<file path="config.mk">
export PLATFORM = sky130hd
export DESIGN_NAME = fb_write_queue
export DESIGN_NICKNAME = d
export VERILOG_FILES = /design/src/rtl/fb_pkg.sv /design/src/rtl/fb_sync_fifo.sv /design/src/rtl/fb_write_queue.sv
export SDC_FILE = /design/constraint.sdc
export NUM_CORES = 1
export LEC_CHECK = 0
export BUFFER_PORTS_ARGS = -buffer_cell sky130_fd_sc_hd__buf_2
export CAP_MARGIN = 30
export CORE_UTILIZATION = 60
export DETAILED_ROUTE_END_ITERATION = 16
export GPL_TIMING_DRIVEN = 0
export HOLD_SLACK_MARGIN = 0.06
export PLACE_DENSITY = 0.8
export SLEW_MARGIN = 25
export SYNTH_ARGS = -nofsm -noshare
export SYNTH_HDL_FRONTEND = slang
export SYNTH_HIERARCHICAL = 1
export SYNTH_SLANG_ARGS = --single-unit
</file>
<file path="constraint.sdc">
create_clock -name clock -period 10 [get_ports clock]
set_clock_uncertainty 0.1 [all_clocks]
set_input_delay 2 -clock clock [delete_from_list [all_inputs] [get_ports clock]]
set_output_delay 2 -clock clock [all_outputs]
set_load 0.02 [all_outputs]
</file>
<file path="src/rtl/fb_pkg.sv">
// Shared framebuffer definitions: screen geometry, colour indices, write-queue
// state encoding and the queued write record.
package fb_pkg;

    localparam int FB_WIDTH    = 640;
    localparam int FB_HEIGHT   = 480;
    localparam int FB_PIXELS   = 307200;
    localparam int FB_ADDR_W   = 19;
    localparam int FB_COLOUR_W = 3;

    localparam logic [FB_COLOUR_W-1:0] COLOUR_BLACK   = 3'd0;
    localparam logic [FB_COLOUR_W-1:0] COLOUR_BLUE    = 3'd1;
    localparam logic [FB_COLOUR_W-1:0] COLOUR_GREEN   = 3'd2;
    localparam logic [FB_COLOUR_W-1:0] COLOUR_CYAN    = 3'd3;
    localparam logic [FB_COLOUR_W-1:0] COLOUR_RED     = 3'd4;
    localparam logic [FB_COLOUR_W-1:0] COLOUR_MAGENTA = 3'd5;
    localparam logic [FB_COLOUR_W-1:0] COLOUR_YELLOW  = 3'd6;
    localparam logic [FB_COLOUR_W-1:0] COLOUR_WHITE   = 3'd7;

    typedef enum logic [1:0] {
        ST_IDLE  = 2'd0,
        ST_FLUSH = 2'd1,
        ST_CLEAR = 2'd2
    } fb_state_e;

    typedef struct packed {
        logic [FB_ADDR_W-1:0]   addr;
        logic [FB_COLOUR_W-1:0] colour;
    } fb_wr_t;

    function automatic logic addr_in_range(input logic [FB_ADDR_W-1:0] addr,
                                           input int unsigned          pixels);
        return (32'(addr) < pixels);
    endfunction

endpackage

</file>
<file path="src/rtl/fb_sync_fifo.sv">
// Single-clock FIFO with occupancy counter; a push into a full FIFO is
// accepted only when a pop happens on the same edge.
module fb_sync_fifo #(
    parameter int  DEPTH = 16,
    parameter int  WIDTH = 8,
    localparam int PTR_W = $clog2(DEPTH),
    localparam int CNT_W = PTR_W + 1
) (
    input  logic             clock,
    input  logic             reset,
    input  logic             push_i,
    input  logic             pop_i,
    input  logic [WIDTH-1:0] wdata_i,
    output logic [WIDTH-1:0] rdata_o,
    output logic             full_o,
    output logic             empty_o,
    output logic [CNT_W-1:0] count_o
);

    logic [WIDTH-1:0] mem_q [DEPTH];
    logic [PTR_W-1:0] wr_ptr_q, wr_ptr_d;
    logic [PTR_W-1:0] rd_ptr_q, rd_ptr_d;
    logic [CNT_W-1:0] count_q, count_d;
    logic             do_push_s;
    logic             do_pop_s;

    assign empty_o   = (count_q == {CNT_W{1'b0}});
    assign full_o    = (count_q == CNT_W'(DEPTH));
    assign do_pop_s  = pop_i && !empty_o;
    assign do_push_s = push_i && (!full_o || do_pop_s);
    assign rdata_o   = mem_q[rd_ptr_q];
    assign count_o   = count_q;

    // Pointer and occupancy next-state; count tracks accepted push/pop events.
    always_comb begin
        wr_ptr_d = wr_ptr_q;
        rd_ptr_d = rd_ptr_q;
        count_d  = count_q;
        if (do_push_s) begin
            wr_ptr_d = wr_ptr_q + PTR_W'(1);
        end else begin
            wr_ptr_d = wr_ptr_q;
        end
        if (do_pop_s) begin
            rd_ptr_d = rd_ptr_q + PTR_W'(1);
        end else begin
            rd_ptr_d = rd_ptr_q;
        end
        case ({do_push_s, do_pop_s})
            2'b10:   count_d = count_q + CNT_W'(1);
            2'b01:   count_d = count_q - CNT_W'(1);
            default: count_d = count_q;
        endcase
    end

    // Entry storage; contents are don't-care until written.
    always_ff @(posedge clock) begin
        if (do_push_s) begin
            mem_q[wr_ptr_q] <= wdata_i;
        end
    end

    // Pointer and counter registers.
    always_ff @(posedge clock or posedge reset) begin
        if (reset) begin
            wr_ptr_q <= {PTR_W{1'b0}};
            rd_ptr_q <= {PTR_W{1'b0}};
            count_q  <= {CNT_W{1'b0}};
        end else begin
            wr_ptr_q <= wr_ptr_d;
            rd_ptr_q <= rd_ptr_d;
            count_q  <= count_d;
        end
    end

endmodule

</file>
<file path="src/rtl/fb_write_queue.sv">
// Buffers pixel writes ahead of the shared VGA index RAM port and provides a
// whole-screen clear engine that runs after all earlier writes have drained.
module fb_write_queue
    import fb_pkg::*;
#(
    parameter int  DEPTH  = 16,
    parameter int  PIXELS = FB_PIXELS,
    localparam int CNT_W  = $clog2(DEPTH) + 1
) (
    input  logic                   clock,
    input  logic                   reset,
    input  logic [FB_ADDR_W-1:0]   in_waddr,
    input  logic [FB_COLOUR_W-1:0] in_wdata,
    input  logic                   in_wenable,
    input  logic                   clear_start,
    input  logic [FB_COLOUR_W-1:0] clear_colour,
    input  logic                   ram_grant,
    output logic [FB_ADDR_W-1:0]   ram_waddr,
    output logic [FB_COLOUR_W-1:0] ram_wdata,
    output logic                   ram_wenable,
    output logic [CNT_W-1:0]       fifo_count,
    output logic                   busy,
    output logic                   clear_done,
    output logic                   overflow
);

    localparam logic [FB_ADDR_W-1:0] LAST_ADDR = FB_ADDR_W'(PIXELS - 1);

    fb_state_e              state_q, state_d;
    logic [FB_ADDR_W-1:0]   counter_q, counter_d;
    logic [FB_COLOUR_W-1:0] colour_q, colour_d;
    logic [FB_ADDR_W-1:0]   waddr_q, waddr_d;
    logic [FB_COLOUR_W-1:0] wdata_q, wdata_d;
    logic                   wenable_q, wenable_d;
    logic                   done_q, done_d;
    logic                   overflow_q, overflow_d;

    logic                   push_valid_s;
    logic                   pop_s;
    logic                   clear_wr_s;
    logic                   fifo_full_s;
    logic                   fifo_empty_s;
    fb_wr_t                 push_entry_s;
    fb_wr_t                 head_entry_s;

    assign push_valid_s = in_wenable && addr_in_range(in_waddr, PIXELS);
    assign pop_s        = ram_grant && !fifo_empty_s &&
                          ((state_q == ST_IDLE) || (state_q == ST_FLUSH));
    assign clear_wr_s   = ram_grant && (state_q == ST_CLEAR);
    assign push_entry_s = '{addr: in_waddr, colour: in_wdata};

    fb_sync_fifo #(
        .DEPTH (DEPTH),
        .WIDTH ($bits(fb_wr_t))
    ) u_fifo (
        .clock   (clock),
        .reset   (reset),
        .push_i  (push_valid_s),
        .pop_i   (pop_s),
        .wdata_i (push_entry_s),
        .rdata_o (head_entry_s),
        .full_o  (fifo_full_s),
        .empty_o (fifo_empty_s),
        .count_o (fifo_count)
    );

    // FSM next-state, clear counter and RAM port next values.
    always_comb begin
        state_d    = state_q;
        counter_d  = counter_q;
        colour_d   = colour_q;
        waddr_d    = waddr_q;
        wdata_d    = wdata_q;
        wenable_d  = 1'b0;
        done_d     = 1'b0;
        overflow_d = overflow_q | (push_valid_s && fifo_full_s && !pop_s);

        if (pop_s) begin
            waddr_d   = head_entry_s.addr;
            wdata_d   = head_entry_s.colour;
            wenable_d = 1'b1;
        end else if (clear_wr_s) begin
            waddr_d   = counter_q;
            wdata_d   = colour_q;
            wenable_d = 1'b1;
        end else begin
            wenable_d = 1'b0;
        end

        case (state_q)
            ST_IDLE: begin
                if (clear_start) begin
                    state_d   = ST_FLUSH;
                    colour_d  = clear_colour;
                    counter_d = {FB_ADDR_W{1'b0}};
                end else begin
                    state_d = ST_IDLE;
                end
            end
            ST_FLUSH: begin
                if (fifo_empty_s) begin
                    state_d = ST_CLEAR;
                end else begin
                    state_d = ST_FLUSH;
                end
            end
            ST_CLEAR: begin
                if (clear_wr_s && (counter_q == LAST_ADDR)) begin
                    state_d   = ST_IDLE;
                    counter_d = {FB_ADDR_W{1'b0}};
                    done_d    = 1'b1;
                end else if (clear_wr_s) begin
                    counter_d = counter_q + FB_ADDR_W'(1);
                end else begin
                    counter_d = counter_q;
                end
            end
            default: begin
                state_d = ST_IDLE;
            end
        endcase
    end

    // State and output registers; reset aborts any drain or clear in flight.
    always_ff @(posedge clock or posedge reset) begin
        if (reset) begin
            state_q    <= ST_IDLE;
            counter_q  <= {FB_ADDR_W{1'b0}};
            colour_q   <= {FB_COLOUR_W{1'b0}};
            waddr_q    <= {FB_ADDR_W{1'b0}};
            wdata_q    <= {FB_COLOUR_W{1'b0}};
            wenable_q  <= 1'b0;
            done_q     <= 1'b0;
            overflow_q <= 1'b0;
        end else begin
            state_q    <= state_d;
            counter_q  <= counter_d;
            colour_q   <= colour_d;
            waddr_q    <= waddr_d;
            wdata_q    <= wdata_d;
            wenable_q  <= wenable_d;
            done_q     <= done_d;
            overflow_q <= overflow_d;
        end
    end

    assign ram_waddr   = waddr_q;
    assign ram_wdata   = wdata_q;
    assign ram_wenable = wenable_q;
    assign clear_done  = done_q;
    assign overflow    = overflow_q;
    assign busy        = (state_q != ST_IDLE) || !fifo_empty_s;

endmodule
</file>
=== After elaboration in Yosys (flattened, before gate mapping) ===
Memory sizes are Yosys's and may differ from the RTL's.
Cells that the tools add are included.

* RAM bits: 352
* Output and inout bits: 31
* Logic and storage cells: 70
* Memories kept: 1
* Flip-flop bits (word level): 62
* Input bits: 30

{| class="wikitable"
|+ Memory list
! memory !! depth !! bits a word !! rd ports !! clocked after Yosys merged registers in !! write ports !! line !! text
|-
| u_fifo.mem_q || 16 || 22 || 1 || 0 || 1 || fb_sync_fifo.sv:20 || <nowiki>logic [WIDTH-1:0] mem_q [DEPTH];</nowiki>
|}

* Add/subtract/negate cells: 5
* Order comparisons: 1
* Bitwise operators: 1
* Multiplexer cells: 19
* Equal/unequal tests: 9
* Reductions and logical operators: 23

{| class="wikitable"
|+ Operator list
! operator !! count
|-
| 19-bit 2-to-1 mux || 5
|-
| 19-bit one-hot mux with 2 select lines || 1
|-
| 19-bit by 1-bit adder with 19-bit output, second input constant || 1
|-
| 19-bit == test, second input constant || 1
|-
| 19-bit < comparator, second input constant || 1
|-
| 5-bit one-hot mux with 2 select lines || 1
|-
| 1-bit logical AND || 9
|-
| 4-bit by 1-bit adder with 4-bit output, second input constant || 2
|-
| 2-bit nonzero test || 4
|-
| 1-bit 2-to-1 mux || 7
|-
| 3-bit 2-to-1 mux || 2
|-
| 2-bit one-hot mux with 3 select lines || 1
|-
| 5-bit by 1-bit adder with 5-bit output, second input constant || 1
|-
| 5-bit == test, second input constant || 1
|-
| 5-bit logical NOT || 1
|-
| 5-bit by 1-bit subtractor with 5-bit output, second input constant || 1
|-
| 2-bit by 1-bit == test with 1-bit output, second input constant || 2
|-
| 2-bit == test, second input constant || 2
|-
| 2-bit 2-to-1 mux || 2
|-
| 1-bit logical NOT || 3
|-
| 1-bit logical OR || 3
|-
| 3-bit by 2-bit inequality test with 1-bit output, second input constant || 1
|-
| 3-bit AND reduction || 1
|-
| 2-bit logical NOT || 1
|-
| 4 further kinds || 4
|}

=== Logic depth before layout (Yosys ltp) ===
Gate-level depths: netlist of the first run.

* Depth after elaboration: 9
* Depth in mapped cells: 13
* Mapped depth without buffers: 12

=== Cells and area by module ===
Netlist of the first run, hierarchy kept.

{| class="wikitable"
|+ By module, submodules not included
! module !! cells each !! times used !! area each (µm²) !! seq. area each (µm²)
|-
| fb_sync_fifo || 637 || 1 || 14071.0 || 10895.4
|-
| fb_write_queue || 248 || 1 || 2401.1 || 1226.2
|}

=== Worst setup path after synthesis of the first run ===
No wires, ideal clock.

* Path type: input -> register
* Start point: input in_waddr[12]
* End point: memory u_fifo/mem_q[0][0] in the netlist's numbering (enable)
* Library setup time: 0.381 ns
* Stages: 6
* Required time: 9.519 ns
* Arrival: 4.047 ns
* Path slack: 5.473 ns
* Buffers on the path: 1
* Cells stage by stage: a21o_1 > a211o_1 > a21boi_0 > clkbuf_1 > nor4bb_1 > and2_1

* Word-level cells in the longest chain between the ends: 5

{| class="wikitable"
|+ Ends and longest elaborated chain
! what !! line !! text
|-
| start, declared || fb_write_queue.sv:12 || <nowiki>input logic [FB_ADDR_W-1:0] in_waddr,</nowiki>
|-
| 19-bit < comparator || fb_pkg.sv:33 || <nowiki>return (32'(addr) < pixels);</nowiki>
|-
| 1-bit logical AND || fb_write_queue.sv:46 || <nowiki>assign push_valid_s = in_wenable && addr_in_range(in_waddr, PIXELS);</nowiki>
|-
| net push_valid_s || fb_write_queue.sv:38 || <nowiki>logic push_valid_s;</nowiki>
|-
| 1-bit logical AND || fb_sync_fifo.sv:30 || <nowiki>assign do_push_s = push_i && (!full_o || do_pop_s);</nowiki>
|-
| 1-bit 2-to-1 mux || fb_sync_fifo.sv:58 || <nowiki>if (do_push_s) begin</nowiki>
|-
| 1-bit 2-to-1 mux (not written as such) || fb_sync_fifo.sv:59 || <nowiki>mem_q[wr_ptr_q] <= wdata_i;</nowiki>
|-
| end, declared || fb_sync_fifo.sv:20 ||
|}

The timed path passes the listed nets, and every way through them passes these cells.

=== Worst setup path in the final report of the first run ===
* Start point: input ram_grant
* End point: memory u_fifo/mem_q[3][20] in the netlist's numbering (enable)

* Word-level cells in the longest chain between the ends: 7

{| class="wikitable"
|+ Ends and longest elaborated chain
! what !! line !! text
|-
| start, declared || fb_write_queue.sv:17 || <nowiki>input logic ram_grant,</nowiki>
|-
| 1-bit logical AND (2 in a row) || fb_write_queue.sv:47 || <nowiki>assign pop_s = ram_grant && !fifo_empty_s &&</nowiki>
|-
| net pop_s || fb_write_queue.sv:39 || <nowiki>logic pop_s;</nowiki>
|-
| 1-bit logical AND || fb_sync_fifo.sv:29 || <nowiki>assign do_pop_s = pop_i && !empty_o;</nowiki>
|-
| 1-bit logical OR || fb_sync_fifo.sv:30 ||
|-
| 1-bit logical AND || fb_sync_fifo.sv:30 ||
|-
| 1-bit 2-to-1 mux || fb_sync_fifo.sv:58 ||
|-
| 1-bit 2-to-1 mux (not written as such) || fb_sync_fifo.sv:59 ||
|}

The timed path passes the listed nets, and every way through them passes these cells.

==> reports/qor.yml, run 1 <==
run_status:
  outcome: "complete, no violations"
placement:
  port_buffers: 60
  dp_slack_ns: 4.432
  hpwlAfterDp_um: 22620
  gp_congestion: 0.8417
drt:
  dr.pass1.iters: 5
  wl_met3_um: 4040
  routedWlPerCell_um: 27.75
  viasPerCell: 6.657
  top_layer: "met5"
  wl_met2_um: 18400
  drc: 0
  antenna_left: 0
  drt_iter0_markers: 1288
  routed-via-count: 9107
  wl_met1_um: 14450
  wl_um: 37970
die:
  initial_core_util: 0.6112
  ioPinCount: 61
  die_h_um: 167.7
  die_area_mm2: 0.02812
  rows: 60
  coreArea_mm2: 0.02695
  die_width_um: 167.7
clock_network:
  clkLatencyLatePin_ns: 0.52
  cts_buffers: 40
  clk_pin_slew_worst_paths_ns: 0.06
  hold_buffers: 0
  htree_num_levels: 2
  cts_resized: 0
  cts.sinks: 414
  cts_setup_buffers: 0
  cts_tree: "yes"
  clockBufferDepth: 3
  clockRootBuffer: "clkbuf_16"
power:
  power.share.clock: 0.269
  power.switching_uw: 1663
  switching_share: 0.3242
  cellLeakagePower_uw: 0.006539
  power.density_mw_per_mm2: 275.2
  internal-power_uw: 3467
  seqPwrFrac: 0.420
  ir_drop_uv: 165.2
  finalPower_uw: 5131
  combPwrFrac: 0.311
hold_path:
  hp-start: "ram_waddr[2]"
  min_path_cells: 2
  hold_class: "reg -> reg"
  min_to: "ram_waddr[2]"
sta:
  hold_viol: 0
  period_minus_slack_ns: 5.078
  drv_slew: 0
  post-route-period-util: 0.5078
  clock.fmax_mhz: 196.9
  rsz0062_at_grt: "false"
  finalWorstSetupSlack_ns: 4.922
  setup_tns_ns: 0
  maxSlewHeadroom: 0.3471
  tightest_slew_ns: 0.9793
  setup_viol: 0
synth:
  ys_seq_area_frac: 0.7359
  synth_area_mm2: 0.01647
  synth_cells: 885
  synth.avg_cell_area_um2: 18.61
  async_reset_ff_frac: 0.1498
  synth_edf_count: 352
  ys_warn_count: 6
  syn-num-nets: 925
  ys_ff_latch: 414
  synth.distinct_cells: 61
  ys.flop_type: "edfxtp_1"
global_routing:
  antenna_found_initial: 3
  grt_max_degree: 32
  track_usage: 0.2787
  grt_pass1_vias: 9177
  grt_pass1_wl_um: 56700
  gr-total-overflow: 0
layout:
  seq_area_mm2: 0.01212
  utilization: 0.6918
  nNetsFinal: 1036
  layout-drive-gt1-share: 0.2632
  multi_input_area_mm2: 0.004130
  fillers: 1619
  synthToLayoutAreaGrowth_pct: 13.19
setup_path:
  cp-end-kind: "register"
  critPathLaunchType: "input pin"
  reg2reg_depth: 9
  path_class: "in -> reg"
  r2r_start: "u_fifo/count_o[1]"
  cp_slowest_cell: "and2_2"
  slowest_delay_ns: 0.78
  crit_fanout: 22
  cp_data_arrival_time_ns: 5.13
  crit_required_ns: 10.05
  r2r_slack_ns: 5.62
  r2r_end: "u_fifo/mem_q[3][20]"
  path_cells: "buf_2 > nor3b_2 > clkbuf_1 > inv_1 > nand3_1 > nor4bb_1 > and2_2"
flow_run:
  max-cap-violations: 0
[synth_stat cells (all sizes together), types with 2 or more instances]
library cell	instances	area, µm²
xor2	5	43.79
or3	2	12.51
clkbuf	22	83.83
a32o	2	20.02
nor2b	6	40.04
nor2	13	56.30
nand4	5	46.29
a211o	2	17.52
nand2	88	330.3
nor3	5	36.29
a31o	3	26.28
nand4b	2	17.52
a21o	8	61.31
mux2	5	56.30
mux2i	3	30.03
or2	4	25.02
nand3	17	85.08
and2	16	100.1
a21oi	9	52.55
nor4	4	52.55
buf	19	103.9
dfrtp	62	1551
edfxtp	352	10570
o211ai	4	30.03
a31oi	3	25.02
o22ai	2	12.51
and3	9	57.56
nand2b	6	37.54
a22oi	67	503.0
inv	14	52.55
mux4	88	1982
xnor2	8	70.07
o21ai	8	43.79
ha	9	112.6
o31ai	3	22.52
[layout make-up]
class,count,share of cell area
flip-flops and latches,414,0.6502
multi-input cells,416,0.2215
clock buffers,51,0.05704
repair buffers,69,0.02859
well taps,341,0.02288
plain buffers,41,0.01007
clock inverters,21,0.006778
inverters,14,0.002819
diodes,1,0.0001342
[cell usage in the layout (no fill, tap or decap), types with 4 or more instances in the layout]
cell and instances:
nand4_1 4, o21ai_0 6, nor3_1 4, mux4_2 88
xnor2_1 8, a22oi_1 67, a21o_1 7, o211ai_1 4
buf_2 77, xor2_1 5, mux2_2 5, clkinv_1 9
and3_1 4, nand2_1 88, nor2b_1 5, edfxtp_1 352
or2_2 4, inv_1 13, dfrtp_1 62, and3_2 5
nand3_1 17, clkinv_2 9, buf_16 7, clkbuf_16 41
ha_1 9, nor2_1 12, nand2b_1 6, and2_2 12
a21oi_1 7, clkbuf_1 31
[layer usage]
metal	up-vias	track usage
met2	592	0.4520
met3	83	0.06854
li1	3792	-
met1	4638	0.3777
met5	-	0
met4	2	0.08576
[cells by family after synthesis]
family | after synthesis | share of synthesized area
AND/OR/NAND/NOR | 182 | 0.05758
AO/OA/AOI/OAI | 115 | 0.05142
multiplexers | 96 | 0.1256
flip-flops | 414 | 0.7359
adder cells (fa/ha/maj) | 10 | 0.008052
XOR/XNOR | 13 | 0.006912
buffers and inverters | 55 | 0.01458
[metrics by stage]
step	hold slack, ns	area (µm²)	cells
global placement	0.3519	17200	1286
detailed placement	0.3574	17450	1295
CTS	0.3716	18640	1367
global route	0.3904	18640	1367
finish	0.3662	18640	1368
floorplan	0.3698	16470	885
[worst max-delay path: cells and delay by family]
family	cells	cell delay, ns
buffers and inverters	3	1.00
and+or+nand+nor	4	2.10
[registers in the layout, summed over array words and instances, names as in the netlist]
register	cells
counter_q	19
u_fifo/rd_ptr_q	4
u_fifo/mem_q	352
overflow	1
u_fifo/wr_ptr_q	4
clear_done	1
state_q	2
colour_q	3
ram_waddr	19
u_fifo/count_o	5
ram_wenable	1
ram_wdata	3
[power by group through the flow]
stage / Combinational, µW / Clock, µW / Sequential, µW
final: 1600 / 1380 / 2150
after global routing: 1680 / 1470 / 2170
after CTS: 1570 / 1400 / 2150
after global placement: 1490 / 0 / 2180
after detailed placement: 1540 / 0 / 2180
after floorplan: 980 / 0 / 2230
[worst max path at each step]
| stage | to | cells past startpoint | slack (ns) | from |
|---|---|---|---|---|
| 5_1_grt | u_fifo/mem_q[1][21] | 7 | 4.75 | in_waddr[12] |
| 3_5_place_dp | u_fifo/mem_q[3][3] | 7 | 4.43 | in_waddr[12] |
| 4_1_cts | u_fifo/mem_q[3][11] | 7 | 4.79 | in_waddr[12] |
| 6_report | u_fifo/mem_q[3][20] | 7 | 4.92 | ram_grant |
| 2_1_floorplan | u_fifo/mem_q[0][0] | 6 | 5.47 | in_waddr[12] |
| 3_3_place_gp | u_fifo/mem_q[0][0] | 7 | 3.98 | in_waddr[12] |
(Power assumes the default switching activity.)
==> run 2, diff against run 1 <==
Settings changed: CORE_UTILIZATION 60 to 55, PLACE_DENSITY 0.8 to 0.77.
Clock period 10 ns to 4.62 ns, I/O delays scaled along.
==> reports/qor.yml, run 2 (same netlist as run 1, synthesis figures left out) <==
layout:
  layout-drive-gt1-share: 0.2690  # +0.005848
  nNetsFinal: 1034  # -0.19%
  largest_register_ffs: 352  # unchanged
  top_register: "u_fifo/mem_q"
  diodes: 0  # -1
  final_cells: 1410  # +3.1%
  final_cell_mix: "edfxtp_1 (352), nand2_1 (88), mux4_2 (88)"
  synthToLayoutAreaGrowth_pct: 14.27
  stdcell_area_mm2: 0.01882  # +0.96%
  final_common_cell: "edfxtp_1"
clock_network:
  cts_tree: "yes"
  htree_num_levels: 2  # unchanged
  cts_resized: 0  # unchanged
  cts.sinks: 414  # unchanged
  cts_buffers: 41  # +2.5%
  cts_setup_buffers: 0  # unchanged
  hold_buffers: 0  # unchanged
  clkLatencyLatePin_ns: 0.53  # about the same
  clockBufferDepth: 3  # unchanged
  clk_pin_slew_worst_paths_ns: 0.06  # about the same
  clockRootBuffer: "clkbuf_16"
run_status:
  outcome: "complete, no violations"
setup_path:
  path_class: "reg -> reg"
  cp_slowest_cell: "and2_2"
  crit_fanout: 22  # unchanged
  worst-path-buf-inv: 3  # unchanged
  slowest_delay_ns: 0.81  # +0.03 ns
  path_common_cell: "inv_1"
  cp_data_arrival_time_ns: 4.37  # -0.76 ns
  crit_required_ns: 4.68  # -5.37 ns
  cp-end-kind: "register"
  critPathLaunchType: "register"
  r2r_start: "u_fifo/count_o[1]"
  path_delay_family: "simple AND/OR/NAND/NOR gates"
  path_cells: "nor4_4 > nand2b_1 > inv_1 > nor3b_2 > clkbuf_1 > inv_1 > nand3_1 > nor4bb_1 > and2_2"
  critPathLaunch: "u_fifo/count_o[1]"
sta:
  post-route-period-util: 0.9328
  clock.fmax_mhz: 232.0
  setup_viol: 0  # unchanged
  maxSlewHeadroom: 0.3419  # -0.005244
  rsz0062_at_grt: "false"
  tightest_slew_ns: 0.9872  # +0.007866 ns
  hold_viol: 0  # unchanged
  period_minus_slack_ns: 4.309
  drv_slew: 0  # unchanged
  finalWorstSetupSlack_ns: 0.3106  # -4.611 ns
drt:
  antenna_left: 0  # unchanged
  routedWlPerCell_um: 26.31  # -5.2%
  drt_iter0_markers: 1046  # -19%
  routed-via-count: 9012  # -1.0%
  drc: 0  # unchanged
  wl_um: 37090  # -2.3%
  viasPerCell: 6.391  # -4.0%
  dr.pass1.iters: 5  # unchanged
power:
  cellLeakagePower_uw: 0.006596  # +0.88%
  power.density_mw_per_mm2: 611.8  # +120%
  ir_drop_uv: 290.8  # +76%
  finalPower_uw: 11520  # +120%
die:
  die_area_mm2: 0.03065  # +9.0%
  ioPinCount: 61  # unchanged
  initial_core_util: 0.5662  # -0.04495
  die_h_um: 175.1  # +4.4%
  die_width_um: 175.1  # +4.4%
  rows: 62  # +3.3%
  coreArea_mm2: 0.02909  # +7.9%
global_routing:
  grt_pass1_vias: 8955  # -2.4%
  gr-total-overflow: 0  # unchanged
  antenna_found_initial: 0  # -3
  track_usage: 0.2505  # -0.02819
  grt_max_degree: 32  # unchanged
  grt_pass1_wl_um: 55670  # -1.8%
flow_run:
  max-cap-violations: 0  # unchanged
placement:
  dp_slack_ns: 0.2401  # -4.192 ns
  gp_congestion: 0.8597  # +2.1%
  dp.cells: 1335  # +3.1%
  hpwlAfterDp_um: 21960  # -2.9%
  port_buffers: 60  # unchanged
  placed_area_mm2: 0.01741  # -0.25%
hold_path:
  hold_class: "in -> async"
==> run 2: power by group <==
part           total [µW]  internal (µW)  switching [µW]
Combinational        3390           1360            2030
Sequential           4660           4440             222
Clock                3460           2110            1350
Total               11500           7910            3600
==> run 2: path summary, 6_finish.rpt <==
path | endpoint | slack, ns | depth (start not counted)
worst min-delay path | counter_q[14] | 0.30 | 2
max in group asynchronous | ram_waddr[8] | 3.61 | 3
min in group clock | ram_waddr[1] | 0.37 | 2
worst max register to register | u_fifo/mem_q[3][2] | 0.31 | 9
worst min register to register | ram_waddr[1] | 0.37 | 2
worst max-delay path | u_fifo/mem_q[3][2] | 0.31 | 9
==> run 2: per-layer routing <==
metal,vias to the layer above,track usage,part of all wire
met1,4633,0.3467,0.39
li1,3781,-,-
met3,82,0.05265,0.095
met2,516,0.3980,0.48
met4,0,0.08913,0.033
met5,-,0,0
==> run 2: stage by stage <==
step / setup TNS [ns] / util / hold slack (ns)
2_1_floorplan: 0 / - / 0.3698
6_report: 0 / 0.6471 / 0.3007
3_5_place_dp: 0 / 0.5984 / 0.3563
4_1_cts: 0 / 0.6471 / 0.2986
3_3_place_gp: -65.25 / 0.5931 / 0.3508
5_1_grt: 0 / 0.6471 / 0.3209
==> run 2: area by class of cell <==
class                      count  area [µm²]
buffer                        41       187.7
clock buffer                  53        1124
clock inverter                22       291.5
fill                        1905       10270
inverter                      14       52.55
multi-input combinational    416        4130
sequential                   414       12120
tap                          384       480.5
timing repair buffer          66       435.4
==> run 2: worst register-to-register path: cells and delay by family, from the launching register on <==
kind / cells / cell delay [ns]
and+or+nand+nor: 6 / 2.35
buffers and inverters: 3 / 1.02
DFF: 1 / 0.45
